### config.mk
export PLATFORM = sky130hd
export DESIGN_NAME = hazard_ctrl_v2_flat
export DESIGN_NICKNAME = d
export VERILOG_FILES = /design/src/rtl/hazard_pkg.sv /design/src/rtl/hazard_ctrl_v2_if.sv /design/src/rtl/sat_counter.sv /design/src/rtl/hazard_ctrl_v2.sv /design/src/flat_wrapper.sv
export SDC_FILE = /design/constraint.sdc
export NUM_CORES = 1
export LEC_CHECK = 0
export CAP_MARGIN = 20
export CORE_MARGIN = 1.5
export CORE_UTILIZATION = 47
export DETAILED_ROUTE_END_ITERATION = 12
export GPL_TIMING_DRIVEN = 0
export PLACE_DENSITY = 0.87
export SYNTH_ARGS = -nofsm -noshare
export SYNTH_HDL_FRONTEND = slang
export SYNTH_SLANG_ARGS = --single-unit
### constraint.sdc
create_clock -name clk -period 2.7 [get_ports clk]
set_input_delay 0.54 -clock clk [delete_from_list [all_inputs] [get_ports clk]]
set_output_delay 0.54 -clock clk [all_outputs]
set_load 0.01 [all_outputs]
### src/rtl/hazard_pkg.sv
// Shared definitions for the pipeline hazard controller: PC-select encoding,
// load-use FSM states and the bundled stall/flush control word.
package hazard_pkg;

  localparam logic [1:0] PCSRC_SEQ    = 2'd0;
  localparam logic [1:0] PCSRC_JUMP   = 2'd1;
  localparam logic [1:0] PCSRC_BRANCH = 2'd2;
  localparam logic [1:0] PCSRC_EXC    = 2'd3;

  typedef enum logic {
    IDLE     = 1'b0,
    LU_STALL = 1'b1
  } lu_state_e;

  // Per-cycle pipeline control word produced by the priority mux
  typedef struct packed {
    logic [1:0] pc_src;
    logic       pc_stall;
    logic       if_id_stall;
    logic       id_ex_stall;
    logic       ex_mem_stall;
    logic       if_id_flush;
    logic       id_ex_flush;
    logic       ex_mem_flush;
    logic       mem_wb_flush;
  } ctrl_t;

  localparam ctrl_t CTRL_NONE = '0;

endpackage

### src/rtl/hazard_ctrl_v2_if.sv
// Pipeline <-> hazard controller signal bundle; master is the pipeline side,
// slave is the controller side.
interface hazard_ctrl_v2_if #(
  parameter int unsigned REG_W = 5,
  parameter int unsigned CNT_W = 16
);

  logic [REG_W-1:0] if_id_rs;
  logic [REG_W-1:0] if_id_rt;
  logic             if_id_rt_read;
  logic             if_id_mdu_use;
  logic             id_ex_mem_read;
  logic [REG_W-1:0] id_ex_rt;
  logic             mdu_start;
  logic             dmem_req;
  logic             dmem_ready;
  logic             exc_req;
  logic             branch;
  logic             jump;
  logic             perf_clr;

  logic [1:0]       pc_src;
  logic             pc_stall;
  logic             if_id_stall;
  logic             id_ex_stall;
  logic             ex_mem_stall;
  logic             if_id_flush;
  logic             id_ex_flush;
  logic             ex_mem_flush;
  logic             mem_wb_flush;
  logic             mdu_busy;
  logic [CNT_W-1:0] stall_cnt;
  logic [CNT_W-1:0] flush_cnt;

  modport master (
    output if_id_rs, if_id_rt, if_id_rt_read, if_id_mdu_use,
           id_ex_mem_read, id_ex_rt, mdu_start, dmem_req, dmem_ready,
           exc_req, branch, jump, perf_clr,
    input  pc_src, pc_stall, if_id_stall, id_ex_stall, ex_mem_stall,
           if_id_flush, id_ex_flush, ex_mem_flush, mem_wb_flush,
           mdu_busy, stall_cnt, flush_cnt
  );

  modport slave (
    input  if_id_rs, if_id_rt, if_id_rt_read, if_id_mdu_use,
           id_ex_mem_read, id_ex_rt, mdu_start, dmem_req, dmem_ready,
           exc_req, branch, jump, perf_clr,
    output pc_src, pc_stall, if_id_stall, id_ex_stall, ex_mem_stall,
           if_id_flush, id_ex_flush, ex_mem_flush, mem_wb_flush,
           mdu_busy, stall_cnt, flush_cnt
  );

endinterface

### src/rtl/sat_counter.sv
// Saturating up-counter with synchronous clear that overrides the increment.
module sat_counter #(
  parameter int unsigned CNT_W = 16
) (
  input  logic             clk,
  input  logic             rst_n,
  input  logic             inc,
  input  logic             clr,
  output logic [CNT_W-1:0] count
);

  localparam logic [CNT_W-1:0] CNT_MAX = '1;

  always_ff @(posedge clk or negedge rst_n) begin
    if (!rst_n) begin
      count <= '0;
    end else if (clr) begin
      count <= '0;
    end else if (inc && (count != CNT_MAX)) begin
      count <= count + CNT_W'(1);
    end
  end

endmodule

### src/rtl/hazard_ctrl_v2.sv
// Five-stage pipeline hazard controller: redirect priority, multi-cycle
// load-use interlock, MDU busy interlock, dmem freeze and perf counters.
module hazard_ctrl_v2
  import hazard_pkg::*;
#(
  parameter int unsigned REG_W      = 5,
  parameter int unsigned LOAD_LAT   = 1,
  parameter int unsigned MDU_CYCLES = 32,
  parameter int unsigned CNT_W      = 16
) (
  input logic             clk,
  input logic             rst_n,
  hazard_ctrl_v2_if.slave bus
);

  localparam int unsigned LU_W  = $clog2(LOAD_LAT + 1);
  localparam int unsigned MDU_W = $clog2(MDU_CYCLES + 1);

  localparam logic [LU_W-1:0]  LU_INIT  = LU_W'(LOAD_LAT - 1);
  localparam logic [MDU_W-1:0] MDU_INIT = MDU_W'(MDU_CYCLES);
  localparam logic [REG_W-1:0] REG_ZERO = '0;
  localparam bit               MULTI_LU = (LOAD_LAT > 1);

  lu_state_e        state;
  lu_state_e        state_next;
  logic [LU_W-1:0]  lu_cnt;
  logic [LU_W-1:0]  lu_cnt_next;
  logic [MDU_W-1:0] mdu_cnt;

  logic  load_use;
  logic  mem_wait;
  logic  redirect;
  logic  lu_active;
  logic  mdu_busy;
  ctrl_t ctrl;

  // Hazard detection; register 0 is hard-wired and can never hazard
  assign load_use = bus.id_ex_mem_read && (bus.id_ex_rt != REG_ZERO) &&
                    ((bus.id_ex_rt == bus.if_id_rs) ||
                     (bus.if_id_rt_read && (bus.id_ex_rt == bus.if_id_rt)));
  assign mem_wait  = bus.dmem_req && !bus.dmem_ready;
  assign redirect  = bus.exc_req || bus.branch || bus.jump;
  assign lu_active = (state == LU_STALL) || load_use;
  assign mdu_busy  = (mdu_cnt != '0);

  always_ff @(posedge clk or negedge rst_n) begin
    if (!rst_n) begin
      state  <= IDLE;
      lu_cnt <= '0;
    end else begin
      state  <= state_next;
      lu_cnt <= lu_cnt_next;
    end
  end

  // The detection cycle counts as the first stall cycle; LU_STALL covers the rest
  always_comb begin
    state_next  = state;
    lu_cnt_next = lu_cnt;
    case (state)
      IDLE: begin
        if (!mem_wait && !redirect && load_use && MULTI_LU) begin
          state_next  = LU_STALL;
          lu_cnt_next = LU_INIT;
        end
      end
      LU_STALL: begin
        if (!mem_wait) begin
          if (redirect) begin
            state_next  = IDLE;
            lu_cnt_next = '0;
          end else begin
            lu_cnt_next = lu_cnt - LU_W'(1);
            if (lu_cnt == LU_W'(1)) begin
              state_next = IDLE;
            end
          end
        end
      end
      default: begin
        state_next  = IDLE;
        lu_cnt_next = '0;
      end
    endcase
  end

  // Priority mux; everything is held at zero while reset is asserted
  always_comb begin
    ctrl = CTRL_NONE;
    if (rst_n) begin
      if (mem_wait) begin
        ctrl.pc_src       = PCSRC_SEQ;
        ctrl.pc_stall     = 1'b1;
        ctrl.if_id_stall  = 1'b1;
        ctrl.id_ex_stall  = 1'b1;
        ctrl.ex_mem_stall = 1'b1;
        ctrl.mem_wb_flush = 1'b1;
      end else if (bus.exc_req) begin
        ctrl.pc_src       = PCSRC_EXC;
        ctrl.if_id_flush  = 1'b1;
        ctrl.id_ex_flush  = 1'b1;
        ctrl.ex_mem_flush = 1'b1;
      end else if (bus.branch) begin
        ctrl.pc_src       = PCSRC_BRANCH;
        ctrl.if_id_flush  = 1'b1;
        ctrl.id_ex_flush  = 1'b1;
        ctrl.ex_mem_flush = 1'b1;
      end else if (bus.jump) begin
        ctrl.pc_src      = PCSRC_JUMP;
        ctrl.if_id_flush = 1'b1;
        ctrl.id_ex_flush = 1'b1;
      end else if (lu_active || (mdu_busy && bus.if_id_mdu_use)) begin
        ctrl.pc_stall    = 1'b1;
        ctrl.if_id_stall = 1'b1;
        ctrl.id_ex_flush = 1'b1;
      end
    end
  end

  // MDU occupancy counter keeps running through memory freezes
  always_ff @(posedge clk or negedge rst_n) begin
    if (!rst_n) begin
      mdu_cnt <= '0;
    end else if (bus.mdu_start && !mdu_busy) begin
      mdu_cnt <= MDU_INIT;
    end else if (mdu_busy) begin
      mdu_cnt <= mdu_cnt - MDU_W'(1);
    end
  end

  sat_counter #(.CNT_W(CNT_W)) u_stall_cnt (
    .clk   (clk),
    .rst_n (rst_n),
    .inc   (ctrl.pc_stall),
    .clr   (bus.perf_clr),
    .count (bus.stall_cnt)
  );

  sat_counter #(.CNT_W(CNT_W)) u_flush_cnt (
    .clk   (clk),
    .rst_n (rst_n),
    .inc   (ctrl.if_id_flush),
    .clr   (bus.perf_clr),
    .count (bus.flush_cnt)
  );

  assign bus.pc_src       = ctrl.pc_src;
  assign bus.pc_stall     = ctrl.pc_stall;
  assign bus.if_id_stall  = ctrl.if_id_stall;
  assign bus.id_ex_stall  = ctrl.id_ex_stall;
  assign bus.ex_mem_stall = ctrl.ex_mem_stall;
  assign bus.if_id_flush  = ctrl.if_id_flush;
  assign bus.id_ex_flush  = ctrl.id_ex_flush;
  assign bus.ex_mem_flush = ctrl.ex_mem_flush;
  assign bus.mem_wb_flush = ctrl.mem_wb_flush;
  assign bus.mdu_busy     = mdu_busy;

endmodule
### src/flat_wrapper.sv
// flat-port wrapper written by rule: the top's interface ports become plain ports
module hazard_ctrl_v2_flat import hazard_pkg::*;
#(
  parameter int unsigned REG_W      = 5,
  parameter int unsigned LOAD_LAT   = 1,
  parameter int unsigned MDU_CYCLES = 32,
  parameter int unsigned CNT_W      = 16
)
  (clk, rst_n, bus_if_id_rs, bus_if_id_rt, bus_if_id_rt_read, bus_if_id_mdu_use, bus_id_ex_mem_read, bus_id_ex_rt, bus_mdu_start, bus_dmem_req, bus_dmem_ready, bus_exc_req, bus_branch, bus_jump, bus_perf_clr, bus_pc_src, bus_pc_stall, bus_if_id_stall, bus_id_ex_stall, bus_ex_mem_stall, bus_if_id_flush, bus_id_ex_flush, bus_ex_mem_flush, bus_mem_wb_flush, bus_mdu_busy, bus_stall_cnt, bus_flush_cnt);
  hazard_ctrl_v2_if #(.REG_W(REG_W), .CNT_W(CNT_W)) bus_i ();
  input logic clk;
  input logic rst_n;
  input wire logic [$bits(bus_i.if_id_rs)-1:0] bus_if_id_rs;
  input wire logic [$bits(bus_i.if_id_rt)-1:0] bus_if_id_rt;
  input wire logic [$bits(bus_i.if_id_rt_read)-1:0] bus_if_id_rt_read;
  input wire logic [$bits(bus_i.if_id_mdu_use)-1:0] bus_if_id_mdu_use;
  input wire logic [$bits(bus_i.id_ex_mem_read)-1:0] bus_id_ex_mem_read;
  input wire logic [$bits(bus_i.id_ex_rt)-1:0] bus_id_ex_rt;
  input wire logic [$bits(bus_i.mdu_start)-1:0] bus_mdu_start;
  input wire logic [$bits(bus_i.dmem_req)-1:0] bus_dmem_req;
  input wire logic [$bits(bus_i.dmem_ready)-1:0] bus_dmem_ready;
  input wire logic [$bits(bus_i.exc_req)-1:0] bus_exc_req;
  input wire logic [$bits(bus_i.branch)-1:0] bus_branch;
  input wire logic [$bits(bus_i.jump)-1:0] bus_jump;
  input wire logic [$bits(bus_i.perf_clr)-1:0] bus_perf_clr;
  output wire logic [$bits(bus_i.pc_src)-1:0] bus_pc_src;
  output wire logic [$bits(bus_i.pc_stall)-1:0] bus_pc_stall;
  output wire logic [$bits(bus_i.if_id_stall)-1:0] bus_if_id_stall;
  output wire logic [$bits(bus_i.id_ex_stall)-1:0] bus_id_ex_stall;
  output wire logic [$bits(bus_i.ex_mem_stall)-1:0] bus_ex_mem_stall;
  output wire logic [$bits(bus_i.if_id_flush)-1:0] bus_if_id_flush;
  output wire logic [$bits(bus_i.id_ex_flush)-1:0] bus_id_ex_flush;
  output wire logic [$bits(bus_i.ex_mem_flush)-1:0] bus_ex_mem_flush;
  output wire logic [$bits(bus_i.mem_wb_flush)-1:0] bus_mem_wb_flush;
  output wire logic [$bits(bus_i.mdu_busy)-1:0] bus_mdu_busy;
  output wire logic [$bits(bus_i.stall_cnt)-1:0] bus_stall_cnt;
  output wire logic [$bits(bus_i.flush_cnt)-1:0] bus_flush_cnt;
  assign bus_i.if_id_rs = bus_if_id_rs;
  assign bus_i.if_id_rt = bus_if_id_rt;
  assign bus_i.if_id_rt_read = bus_if_id_rt_read;
  assign bus_i.if_id_mdu_use = bus_if_id_mdu_use;
  assign bus_i.id_ex_mem_read = bus_id_ex_mem_read;
  assign bus_i.id_ex_rt = bus_id_ex_rt;
  assign bus_i.mdu_start = bus_mdu_start;
  assign bus_i.dmem_req = bus_dmem_req;
  assign bus_i.dmem_ready = bus_dmem_ready;
  assign bus_i.exc_req = bus_exc_req;
  assign bus_i.branch = bus_branch;
  assign bus_i.jump = bus_jump;
  assign bus_i.perf_clr = bus_perf_clr;
  assign bus_pc_src = bus_i.pc_src;
  assign bus_pc_stall = bus_i.pc_stall;
  assign bus_if_id_stall = bus_i.if_id_stall;
  assign bus_id_ex_stall = bus_i.id_ex_stall;
  assign bus_ex_mem_stall = bus_i.ex_mem_stall;
  assign bus_if_id_flush = bus_i.if_id_flush;
  assign bus_id_ex_flush = bus_i.id_ex_flush;
  assign bus_ex_mem_flush = bus_i.ex_mem_flush;
  assign bus_mem_wb_flush = bus_i.mem_wb_flush;
  assign bus_mdu_busy = bus_i.mdu_busy;
  assign bus_stall_cnt = bus_i.stall_cnt;
  assign bus_flush_cnt = bus_i.flush_cnt;
  hazard_ctrl_v2 #(.REG_W(REG_W), .LOAD_LAT(LOAD_LAT), .MDU_CYCLES(MDU_CYCLES), .CNT_W(CNT_W)) u_core (.clk(clk), .rst_n(rst_n), .bus(bus_i));
endmodule
# Yosys cells after proc, flatten, opt, wreduce, memory -nomap -nowiden
# Cells that the tools add are included.
# word_totals
register_bits	40
inputBits	27
output_inout_bits	43
# classes
n_addsub	4
n_eq_ne	4
n_mux	29
bitwise_logic	1
reduce_logical	21
# ops
op	n
$mux 16	4
$add 16x1->16 const B	2
$ne 16x16->1 const B	2
$mux 2	8
$mux 6	2
$mux 1	11
$eq 5x5->1	2
$mux 10	1
$logic_and 1x1->1	8
$mux 3	2
$reduce_bool 2->1	3
$reduce_bool 6->1	1
$sub 6x1->6 const B	1
$logic_or 1x1->1	5
$reduce_bool 5->1	1
$mux 4	1
$logic_not 1->1	2
$reduce_and 2->1	1
$not 1->1	1
$sub 1x1->1 const B	1

# Longest topological paths before layout
# depth
ltp_word	15
depth_mapped	10
depth_no_buf	8

# By module
# From an unflattened synthesis, not the netlist that was laid out.
# unflattened
cells_unflattened	275
area_unflattened_um2	2528.7
# modules_own_cells
mod	instances	cells_per_inst	area_each_um2	seq_area_each_um2
sat_counter	2	98	942.2	400.4
hazard_ctrl_v2	1	79	644.4	200.2

# Least setup slack after synthesis
# Ideal clock, no wire load.
# synth_timing
kind	input-to-output
startpoint	in bus_id_ex_rt[4]
endpoint	out bus_pc_stall
t_arrival_ps	1872
slack_ps	288
cell_stages	6
cell_sequence	xor2_1 > nor4_1 > a32oi_1 > or3_1 > a31oi_1 > buf_4
# synth_via
elab_chain_cells	12
elab_cells_between_ends	15
# synth_lines
item	line_no	rtl
from (decl)	flat_wrapper.sv:18	input wire logic [$bits(bus_i.id_ex_rt)-1:0] bus_id_ex_rt;
$eq 5x5->1	hazard_ctrl_v2.sv:40	(bus.if_id_rt_read && (bus.id_ex_rt == bus.if_id_rt)));
$logic_and 1x1->1	hazard_ctrl_v2.sv:40	
$logic_or 1x1->1	hazard_ctrl_v2.sv:39	((bus.id_ex_rt == bus.if_id_rs) ||
$logic_and 1x1->1 *	hazard_ctrl_v2.sv:38	assign load_use = bus.id_ex_mem_read && (bus.id_ex_rt != REG_ZERO) &&
$logic_or 1x1->1 *	hazard_ctrl_v2.sv:43	assign lu_active = (state == LU_STALL) || load_use;
$logic_or 1x1->1 *	hazard_ctrl_v2.sv:112	end else if (lu_active || (mdu_busy && bus.if_id_mdu_use)) begin
$mux 2 *	hazard_ctrl_v2.sv:112	
$mux 2 *	hazard_ctrl_v2.sv:108	end else if (bus.jump) begin
$mux 2 *	hazard_ctrl_v2.sv:103	end else if (bus.branch) begin
$mux 2 *	hazard_ctrl_v2.sv:98	end else if (bus.exc_req) begin
$mux 4 *	hazard_ctrl_v2.sv:91	if (mem_wait) begin
$mux 10 *	hazard_ctrl_v2.sv:90	if (rst_n) begin
to (decl)	flat_wrapper.sv:27	output wire logic [$bits(bus_i.pc_stall)-1:0] bus_pc_stall;
# Mark *: on every way between the ends. The rest lies on a longest branch, timed or not.

# Final worst setup path
# layout_timing
startpoint	in bus_if_id_rt[4]
endpoint	out bus_id_ex_flush
# layout_via
elab_chain_cells	12
# layout_lines
item	line_no	rtl
from (decl)	flat_wrapper.sv:14	input wire logic [$bits(bus_i.if_id_rt)-1:0] bus_if_id_rt;
$eq 5x5->1	hazard_ctrl_v2.sv:40	
$logic_and 1x1->1	hazard_ctrl_v2.sv:40	
$logic_or 1x1->1	hazard_ctrl_v2.sv:39	
$logic_and 1x1->1	hazard_ctrl_v2.sv:38	
$logic_or 1x1->1	hazard_ctrl_v2.sv:43	
$logic_or 1x1->1	hazard_ctrl_v2.sv:112	
$mux 1	hazard_ctrl_v2.sv:112	
$mux 1	hazard_ctrl_v2.sv:108	
$mux 2	hazard_ctrl_v2.sv:103	
$mux 3	hazard_ctrl_v2.sv:98	
$mux 3	hazard_ctrl_v2.sv:91	
$mux 10	hazard_ctrl_v2.sv:90	
to (decl)	flat_wrapper.sv:32	output wire logic [$bits(bus_i.id_ex_flush)-1:0] bus_id_ex_flush;
# Every way passes these cells.

==> impl_metrics.py <==
metrics = {
    "global_route": {
        "grt_antenna_before_repair": 0,
        "grt_remaining_overflow": 0,
        "track_usage_pct": 21.9,
        "grt_start_max_net_pins": 26,
        "first_global_vias": 2086,
        "wire_length_of_the_first_global_routing_pass_um": 9030,
    },
    "sta": {
        "max_slew.worst_pin.slew_ps": 602,
        "period_share_pct": 97.1,
        "timing_hold_violations_final": 0,
        "final_max_slew_viol_count": 0,
        "timing.clock.skew_ps": 10.3,
        "setup_viol": 0,
        "highest_clock_rate_ghz": 0.381,
        "post-route-min-period_ps": 2620,
        "slew_headroom_pct": 59.7,
    },
    "route": {
        "post-route-drc-count": 0,
        "avgViaCountPerCell": 5.62,
        "wl_met1_um": 2400,
        "detailroute.via_count": 2171,
        "detailedRoute.firstPassIterationCount": 4,
        "detail_route.wirelength_um": 5620,
        "drt-wirelength-per-cell_um": 14.6,
        "detail_route.iter0.violations": 84,
        "route.top_layer_used": "met4",
        "route.met2.wl_um": 2790,
        "wl_met3_um": 356,
        "antenna_violating_nets_post_route": 0,
    },
    "clocking": {
        "clk_pin_slew_ps": 80,
        "clock_latency_at_the_later_pin_of_the_worst_skew_pair_ps": 300,
        "htree_num_levels": 2,
        "post-cts-setup-buffers": 0,
        "clock-sinks": 40,
        "cts_root_buffer": "sky130_fd_sc_hd__clkbuf_8",
        "cts-buffers-inserted": 5,
        "cts_max_path_buffers": 2,
        "tritoncts_clock_tree": "built",
    },
    "worst_setup_path": {
        "timing.critical_path.depth": 7,
        "critical_path.cell_chain": "buf_6, xor2_2, nor4_2, a32oi_2, or2_2, a31oi_1, dlygate4sd2_1",
        "crit_slowest_cell": "sky130_fd_sc_hd__nor4_2",
        "path_buf_inv": 2,
        "timing_worst_setup_path_type": "in -> out",
        "worstSetupEndpoint": "bus_id_ex_flush",
        "cp.required_ps": 2160,
        "critical-path-top-delay-family": "simple AND/OR/NAND/NOR gates",
        "critical_path.max_stage_delay_ps": 350,
        "r2r_setup_slack_ps": 190,
        "crit_start": "bus_if_id_rt[4]",
        "arrival_ps": 2080,
        "worstReg2RegEnd": "u_core.u_stall_cnt.count[1]",
        "setup.worst_path.start_class": "input port",
        "reg2reg_from": "u_core.u_stall_cnt.count[3]",
        "critical_path.max_fanout": 3,
        "critical_path.endpoint_type": "primary output",
        "r2r.worst_path.cells": 8,
    },
    "run_status": {
        "status": "finished, final reports clean",
    },
    "final_layout": {
        "diodes": 0,
        "area_growth_pct": 42.8,
        "layoutNonFillerInstCount": 386,
        "nets": 362,
        "post-route-util_pct": 69.4,
        "post_route_cells_drive_above_1_share_pct": 12.7,
    },
    "floorplan": {
        "coreArea_um2": 4690,
        "num_rows": 25,
        "chipWidth_um": 72.7,
        "top_level_ports": 70,
        "initial_core_util_pct": 48.6,
        "fp.dieH_um": 72.7,
        "floorplan.die_area_um2": 5280,
    },
    "placement": {
        "place.detailed.hpwl_um": 4120,
        "place_congestion": 0.830,
        "place.detailed.instances": 379,
        "io_buffer_count": 69,
    },
    "logic_synthesis": {
        "synth.yosys.warnings": 0,
        "synthFlopType": "sky130_fd_sc_hd__dfrtp_1",
        "most_repeated_cell_in_the_gate_level_netlist_after_synthesis": "sky130_fd_sc_hd__dfrtp_1",
        "ys_top_cells_by_area": "sky130_fd_sc_hd__dfrtp_1 44%, sky130_fd_sc_hd__xor2_1 7.3%, sky130_fd_sc_hd__nor2_1 5.1%",
        "postSynth.asyncResetShare_pct": 100,
        "yosys.area.top_type": "sky130_fd_sc_hd__dfrtp_1",
        "synth_common_cells": "40 x sky130_fd_sc_hd__dfrtp_1, 31 x sky130_fd_sc_hd__nor2_1, 19 x sky130_fd_sc_hd__xor2_1",
        "ys_types": 39,
        "synth_edf_count": 0,
        "yosys_register_bits": 40,
        "syn-mean-instance-area_um2": 8.95,
        "post_synth_instance_area_um2": 2280,
        "postSynthCellCount": 255,
        "syn_nets": 286,
        "synth.top_cell.area_share_pct": 43.9,
        "ys_seq_area_share_pct": 43.9,
    },
    "hold_path": {
        "min_path_type": "in -> async",
    },
    "power": {
        "vdd_ir_drop_max_v": 0.000510,
        "static-leakage-power_uw": 0.00136,
        "power-per-cell-area_nw_per_um2": 482,
    },
    "run": {
        "maxCapViolations": 0,
    },
}
## registers in the layout, indices dropped and copies added (netlist names)
signal                    flops
u_core.u_stall_cnt.count     16
u_core.state                  1
u_core.u_flush_cnt.count     16
u_core.lu_cnt                 1
u_core.mdu_cnt                6
## kinds of logic (layout without fill, tap and decap cells)
kind of cell               after synthesis  count (layout)  share of synthesized area [%]
and+or+nand+nor                        113             113                           25.8
AOI/OAI and AO/OA                       50              50                           12.7
DFF                                     40              40                           43.9
xor gates and xnor gates                26              26                           9.98
buffers and inverters                   19              96                           4.17
adders and majority gates                4               4                           2.19
muxes                                    3               3                           1.37
## placed cells by master, fill, tap and decap left out, drive strengths merged, types with 3 or more instances in the layout
master,instances
o21ai,18
buf,18
dlymetal6s2s,5
inv,8
ha,4
and2,3
xor2,19
nor2,31
nand4,10
nor3,7
a21oi,18
nand2,13
or3,18
xnor2,7
o31ai,4
or4,4
and4,3
nand3,11
clkbuf,11
and3,4
dlygate4sd2,5
dfrtp,40
clkdlybuf4s50,48
## how the worst min path moves through the flow
stage	end	cells after the start	slack, ps
global placement	u_core.mdu_cnt[5]	1	460
detailed placement	u_core.mdu_cnt[5]	1	490
global route	u_core.u_stall_cnt.count[5]	1	60
CTS	u_core.u_stall_cnt.count[5]	1	100
floorplan	u_core.lu_cnt	0	240
finish	u_core.u_stall_cnt.count[5]	1	60
## metrics by stage
step	hold WS, ps	TNS (ps)	setup WS (ps)	instance area [um^2]	power (uW)
final	56.9	0	77.0	3260	1570
after global routing	62.3	-1.00	-1.00	3260	1660
after CTS	101	-37.1	-37.1	3180	1570
after detailed placement	492	-8360	-898	3060	1030
after global placement	463	-61790	-1780	3040	1010
after floorplan	244	0	288	2280	887
## repair_timing
| item | CTS | global route |
|---|---|---|
| hold buffers | 0 | 0 |
| resized for setup | 50 | 28 |
| setup endpoints to repair | 17 | 17 |
| pin swaps | 9 | 7 |
## routing by layer
metal	vias up	GRT usage, %
met5	-	0
met3	5	4.70
met2	63	37.5
met1	1050	26.6
li1	1053	-
met4	0	9.22
## cell type report
type | instances | area (um^2)
Clock inverter | 1 | 30.0
Timing Repair Buffer | 70 | 706
Fill cell | 382 | 1430
Clock buffer | 7 | 96.3
Multi-Input combinational cell | 196 | 1270
Sequential cell | 40 | 1000
Inverter | 8 | 30.0
Buffer | 10 | 61.3
Tap cell | 54 | 67.6
## where the power goes
group          switching, uW  leakage (uW)  internal (uW)
combinational            176      0.000751            159
sequential              47.1      0.000546            651
clock                    212     0.0000645            326
total                    435       0.00136           1140
## worst reg2reg max path, cell delays in order, from the launching register on
cell                       delay (ps)
sky130_fd_sc_hd__dfrtp_1          450
sky130_fd_sc_hd__nand4_1          280
sky130_fd_sc_hd__nor4_1           500
sky130_fd_sc_hd__a211oi_1          90
sky130_fd_sc_hd__o21ba_1          290
sky130_fd_sc_hd__buf_2            230
sky130_fd_sc_hd__clkbuf_4         250
sky130_fd_sc_hd__mux2i_1          220
sky130_fd_sc_hd__nor2_1            60
No activity file was read; power rests on OpenSTA's default activity.
==> variant 1, RTL diff (same settings) <==
`REG_ZERO`: '0 -> 1.
--- a/src/rtl/hazard_ctrl_v2.sv
+++ b/src/rtl/hazard_ctrl_v2.sv
@@ -19,5 +19,5 @@
   localparam logic [LU_W-1:0]  LU_INIT  = LU_W'(LOAD_LAT - 1);
   localparam logic [MDU_W-1:0] MDU_INIT = MDU_W'(MDU_CYCLES);
-  localparam logic [REG_W-1:0] REG_ZERO = '0;
+  localparam logic [REG_W-1:0] REG_ZERO = 1;
   localparam bit               MULTI_LU = (LOAD_LAT > 1);
 
Behaviour: not the same (a bounded check fails within 4 cycles, from zero or initial values and one cycle with rst_n low).
==> variant 1 against the original RTL <==
Routed wire length is 1.2% higher; design area down 1.5%; synthesized cell count grew 0.39%; via count increased by 3.0%; sequential cell count stayed put; power down 8.2%; area after synthesis up 0.77%; setup slack worse by 34 ps; die area increased by 0.73%.
==> variant 1: results (changes against the original RTL) <==
.. list-table::
   :header-rows: 1

   * - Metric
     - Value
   * - Detailed placement HPWL
     - 4150 microns (+0.69%)
   * - Slack of the worst reg-to-reg path
     - 230 ps (+40 ps)
   * - Seq/Total Area, Yosys
     - 43.5% (-0.33 points)
   * - Mux cell area share after synthesis
     - 1.36% (-0.010 points)
   * - Drt pass-1 iters
     - 5 (+1)
   * - Slew headroom
     - 59.5% (-0.15 points)
   * - Portion of total power attributed to sequential cells
     - 48.5% (+4.1 points)
   * - Run status
     - finished clean
   * - GR met2 Demand/Resource
     - 40.8% (+3.3 points)
   * - Via count of the first global-routing pass
     - 2181 (+4.6%)
   * - Cell types occupying the most area after synthesis
     - sky130_fd_sc_hd__dfrtp_1 44%, sky130_fd_sc_hd__xor2_1 7.2%, sky130_fd_sc_hd__nor2_1 5.1%, sky130_fd_sc_hd__or3_1 4.9%, sky130_fd_sc_hd__a21oi_1 3.9%
   * - Peak supply drop
     - 0.351 mV (-31%)
   * - Number of nets in the final layout
     - 364 (+0.55%)
   * - Wire length on met3
     - 393 microns (+10%)
   * - DRC violation total after the first TritonRoute iteration
     - 115 (+37%)
   * - Global routing usage on met3
     - 4.83% (+0.14 points)
   * - Overall power
     - 1.44 mW (-8.2%)
   * - GR Util met1
     - 26.2% (-0.38 points)
   * - Signal arrival time at the worst endpoint
     - 2120 ps (+40 ps)
   * - End of the critical path
     - bus_pc_stall
   * - Fraction of the cycle the final worst path needs
     - 98.4% (+1.2 points)
   * - Fraction of power spent switching nets
     - 30.0% (+2.3 points)
   * - Final wirelength
     - 5690 microns (+1.2%)
   * - Worst-case clock skew
     - 3.49 ps (-6.85 ps)
   * - Wire length of the first global-routing pass
     - 9380 microns (+3.8%)
## variant 1: critical path, delay by kind of cell
kind                      cells  cell delay [ps]
buffers and inverters         3              630
and+or+nand+nor               2              520
AOI/OAI and AO/OA             2              280
xor gates and xnor gates      1              140
## variant 1: layout make-up
class | instances | area [sq um]
plain buffers | 11 | 72.6
clock buffers | 6 | 82.6
clock inverters | 2 | 10.0
fillers | 392 | 1510
inverters | 8 | 30.0
multi-input cells | 197 | 1250
flip-flops and latches | 40 | 1000
well taps | 67 | 83.8
repair buffers | 70 | 676
## variant 1: metrics by stage
step | std cells | hold slack, ps | cell area (sq um) | utilization [%] | TNS (ps)
final | 401 | 31.2 | 3210 | 67.9 | 0
after global routing | 401 | 24.5 | 3210 | 67.9 | -7.80
after CTS | 401 | 22.9 | 3170 | 67.2 | -61.4
after detailed placement | 393 | 341 | 3090 | 65.4 | -4650
after global placement | 392 | 466 | 3070 | 65.1 | -61380
after floorplan | 256 | 244 | 2300 | - | 0
==> variant 2, RTL diff (config.mk and constraints unchanged) <==
Without the edit above. Reset style: synchronous (`rst_n`), changed in 3 clocked blocks.
--- a/src/rtl/sat_counter.sv
+++ b/src/rtl/sat_counter.sv
@@ -12,5 +12,5 @@
   localparam logic [CNT_W-1:0] CNT_MAX = '1;
 
-  always_ff @(posedge clk or negedge rst_n) begin
+  always_ff @(posedge clk) begin
     if (!rst_n) begin
       count <= '0;
--- a/src/rtl/hazard_ctrl_v2.sv
+++ b/src/rtl/hazard_ctrl_v2.sv
@@ -44,5 +44,5 @@
   assign mdu_busy  = (mdu_cnt != '0);
 
-  always_ff @(posedge clk or negedge rst_n) begin
+  always_ff @(posedge clk) begin
     if (!rst_n) begin
       state  <= IDLE;
@@ -119,5 +119,5 @@
 
   // MDU occupancy counter keeps running through memory freezes
-  always_ff @(posedge clk or negedge rst_n) begin
+  always_ff @(posedge clk) begin
     if (!rst_n) begin
       mdu_cnt <= '0;
Check against the original RTL: differs if rst_n is asserted again (counterexample within 4 cycles, from zero or initial values and one cycle with rst_n low); with rst_n held inactive, the same outputs for 10 cycles.
==> variant 2 against the original RTL <==
Largest power group unchanged; combinational power up 11%; setup slack worse by 26 ps; routed wire length down 1.7%; sequential power down 6.3%; area after synthesis down 3.6%; count of clock-buffer cells in the layout unchanged; clock power about the same; the run now ends with DRC left; sequential cell count unchanged; design area down 4.8%; power down 0.32%; non-clock buffer count up 4.
==> variant 2: results (changes against the original RTL) <==
.. list-table::
   :header-rows: 1

   * - Metric
     - Value
   * - Run status
     - complete, but fails checks
   * - Violated checks
     - DRC
   * - Final estimated routing congestion in global placement
     - 0.799 (-3.8%)
   * - Remaining routing DRC violations
     - 4 (+4)
   * - DRC violation total after the first TritonRoute iteration
     - 180 (+110%)
   * - Static power due to leakage
     - 1.14 nW (-16%)
   * - Share of cells above drive strength 1
     - 11.3% (-1.3 points)
   * - Dpl ws
     - -755 ps (+143 ps)
   * - Largest delay share family, worst path
     - buffers and inverters
   * - Hold Crit Depth
     - 2
   * - Detailed-route vias per instance
     - 5.64 (+0.26%)
   * - Wire length of the first global-routing pass
     - 9000 microns (-0.31%)
   * - Top FF cell, synth
     - sky130_fd_sc_hd__dfxtp_1
   * - Internal Dissipation
     - 1.14 mW (about the same)
   * - Flop+latch power
     - 0.654 mW (-6.3%)
   * - Via count of the first global-routing pass
     - 2074 (-0.58%)
   * - Cell types occupying the most area after synthesis
     - sky130_fd_sc_hd__dfxtp_1 36%, sky130_fd_sc_hd__xnor2_1 8.0%, sky130_fd_sc_hd__a21oi_1 5.0%, sky130_fd_sc_hd__nor2_1 4.4%, sky130_fd_sc_hd__or4_1 4.1%
   * - Comb power frac
     - 23.8% (+2.5 points)
   * - Detailed placement HPWL
     - 4050 microns (-1.6%)
   * - Transition at the pin with the smallest max-transition slack
     - 558 ps (-43.7 ps)
   * - Area taken by flip-flops and latches
     - 801 sq um (-20%)
   * - Worst-case clock skew
     - 9.37 ps (-0.980 ps)
   * - Number of unique standard cell types used by synthesis
     - 43 (+10%)
   * - Peak supply drop
     - 0.333 mV (-35%)
   * - Number of nets in the final layout
     - 374 (+3.3%)
   * - Path type of the worst min-delay path
     - flip-flop to flip-flop
   * - Clock latency of the later-clocked register in the worst-skew pair
     - 300 ps (about the same)
   * - Fill cell total of the finished layout
     - 369 (-3.4%)
   * - Largest incremental delay on the critical path
     - 550 ps (+200 ps)
   * - Drt pass-1 iters
     - 8 (+4)
   * - Seq/Total Area, Yosys
     - 36.4% (-7.5 points)
   * - Syn nets
     - 296 (+3.5%)
   * - Combined global-route utilization of all metal layers
     - 21.9% (+0.090 points)
   * - Largest net degree at the start of global routing
     - 13 (-50%)
   * - Signal arrival time at the worst endpoint
     - 2110 ps (+30 ps)
   * - Bufs on Longest Clock Path
     - 2 (unchanged)
   * - Commonest cells post-synth
     - 40 x sky130_fd_sc_hd__dfxtp_1, 26 x sky130_fd_sc_hd__nor2_1, 22 x sky130_fd_sc_hd__a21oi_1
   * - Max stage delay cell, worst path
     - sky130_fd_sc_hd__clkdlybuf4s50_1
[variant 2: changes by cell type after synthesis, moves of 5 or more]
| cell | delta |
|---|---|
| sky130_fd_sc_hd__dfrtp_1 | -40 |
| sky130_fd_sc_hd__and3_1 | +5 |
| sky130_fd_sc_hd__dfxtp_1 | +40 |
| sky130_fd_sc_hd__xor2_1 | -14 |
| sky130_fd_sc_hd__or4_1 | +8 |
| sky130_fd_sc_hd__o21ai_1 | -7 |
| sky130_fd_sc_hd__xnor2_1 | +13 |
| sky130_fd_sc_hd__nor2_1 | -5 |
| sky130_fd_sc_hd__o31ai_1 | +7 |
| sky130_fd_sc_hd__or3_1 | -12 |
[variant 2: per-layer routing]
metal | up-vias | routed length (microns) | global-route usage (%)
met5 | - | 0 | 0
met4 | 0 | 63 | 8.33
met3 | 6 | 351 | 6.47
met2 | 85 | 2700 | 37.1
met1 | 1026 | 2410 | 26.3
li1 | 1116 | - | -
[variant 2: area by class of cell]
type	count	area share [%]
clock buffer	7	3.11
sequential	40	25.8
buffer	12	2.38
clock inverter	1	0.968
tap	52	2.10
inverter	10	1.21
timing repair buffer	72	22.1
multi-input combinational	202	42.3
[variant 2: worst paths after layout]
| check | from | end | slack [ps] |
|---|---|---|---|
| hold / removal | u_core.u_stall_cnt.count[4]$_SDFFE_PP0P_ | u_core.u_stall_cnt.count[4]$_SDFFE_PP0P_ | 510 |
| hold reg to reg | u_core.u_stall_cnt.count[4]$_SDFFE_PP0P_ | u_core.u_stall_cnt.count[4]$_SDFFE_PP0P_ | 510 |
| setup reg to reg | u_core.u_stall_cnt.count[0]$_SDFFE_PP0P_ | u_core.u_stall_cnt.count[10]$_SDFFE_PP0P_ | 290 |
| setup / recovery | bus_id_ex_rt[1] | bus_id_ex_flush | 50 |
[variant 2: cells by family (layout without fill, tap and decap cells)]
family | count (synthesis) | in the layout | share of synthesized area, %
adders and majority gates | 4 | 4 | 2.27
muxes | 2 | 2 | 0.910
and+or+nand+nor | 116 | 116 | 29.0
buffers and inverters | 23 | 102 | 5.57
xor gates and xnor gates | 25 | 25 | 9.95
DFF | 40 | 40 | 36.4
AOI/OAI and AO/OA | 55 | 55 | 15.9
[variant 2: stage by stage]
step,cells,cell area (sq um),power [mW]
2_1_floorplan,265,2200,0.905
3_5_place_dp,386,2960,1.03
5_1_grt,396,3100,1.64
3_3_place_gp,386,2960,1.02
6_report,396,3100,1.57
4_1_cts,396,3080,1.56
[variant 2: timing repair]
item	in CTS	in global routing
pin swaps	2	3
buffers inserted	2	1
endpoints found under the hold margin	0	0
resized for setup	28	9
setup endpoints to repair	8	6
hold buffers	0	0
gates cloned	0	0
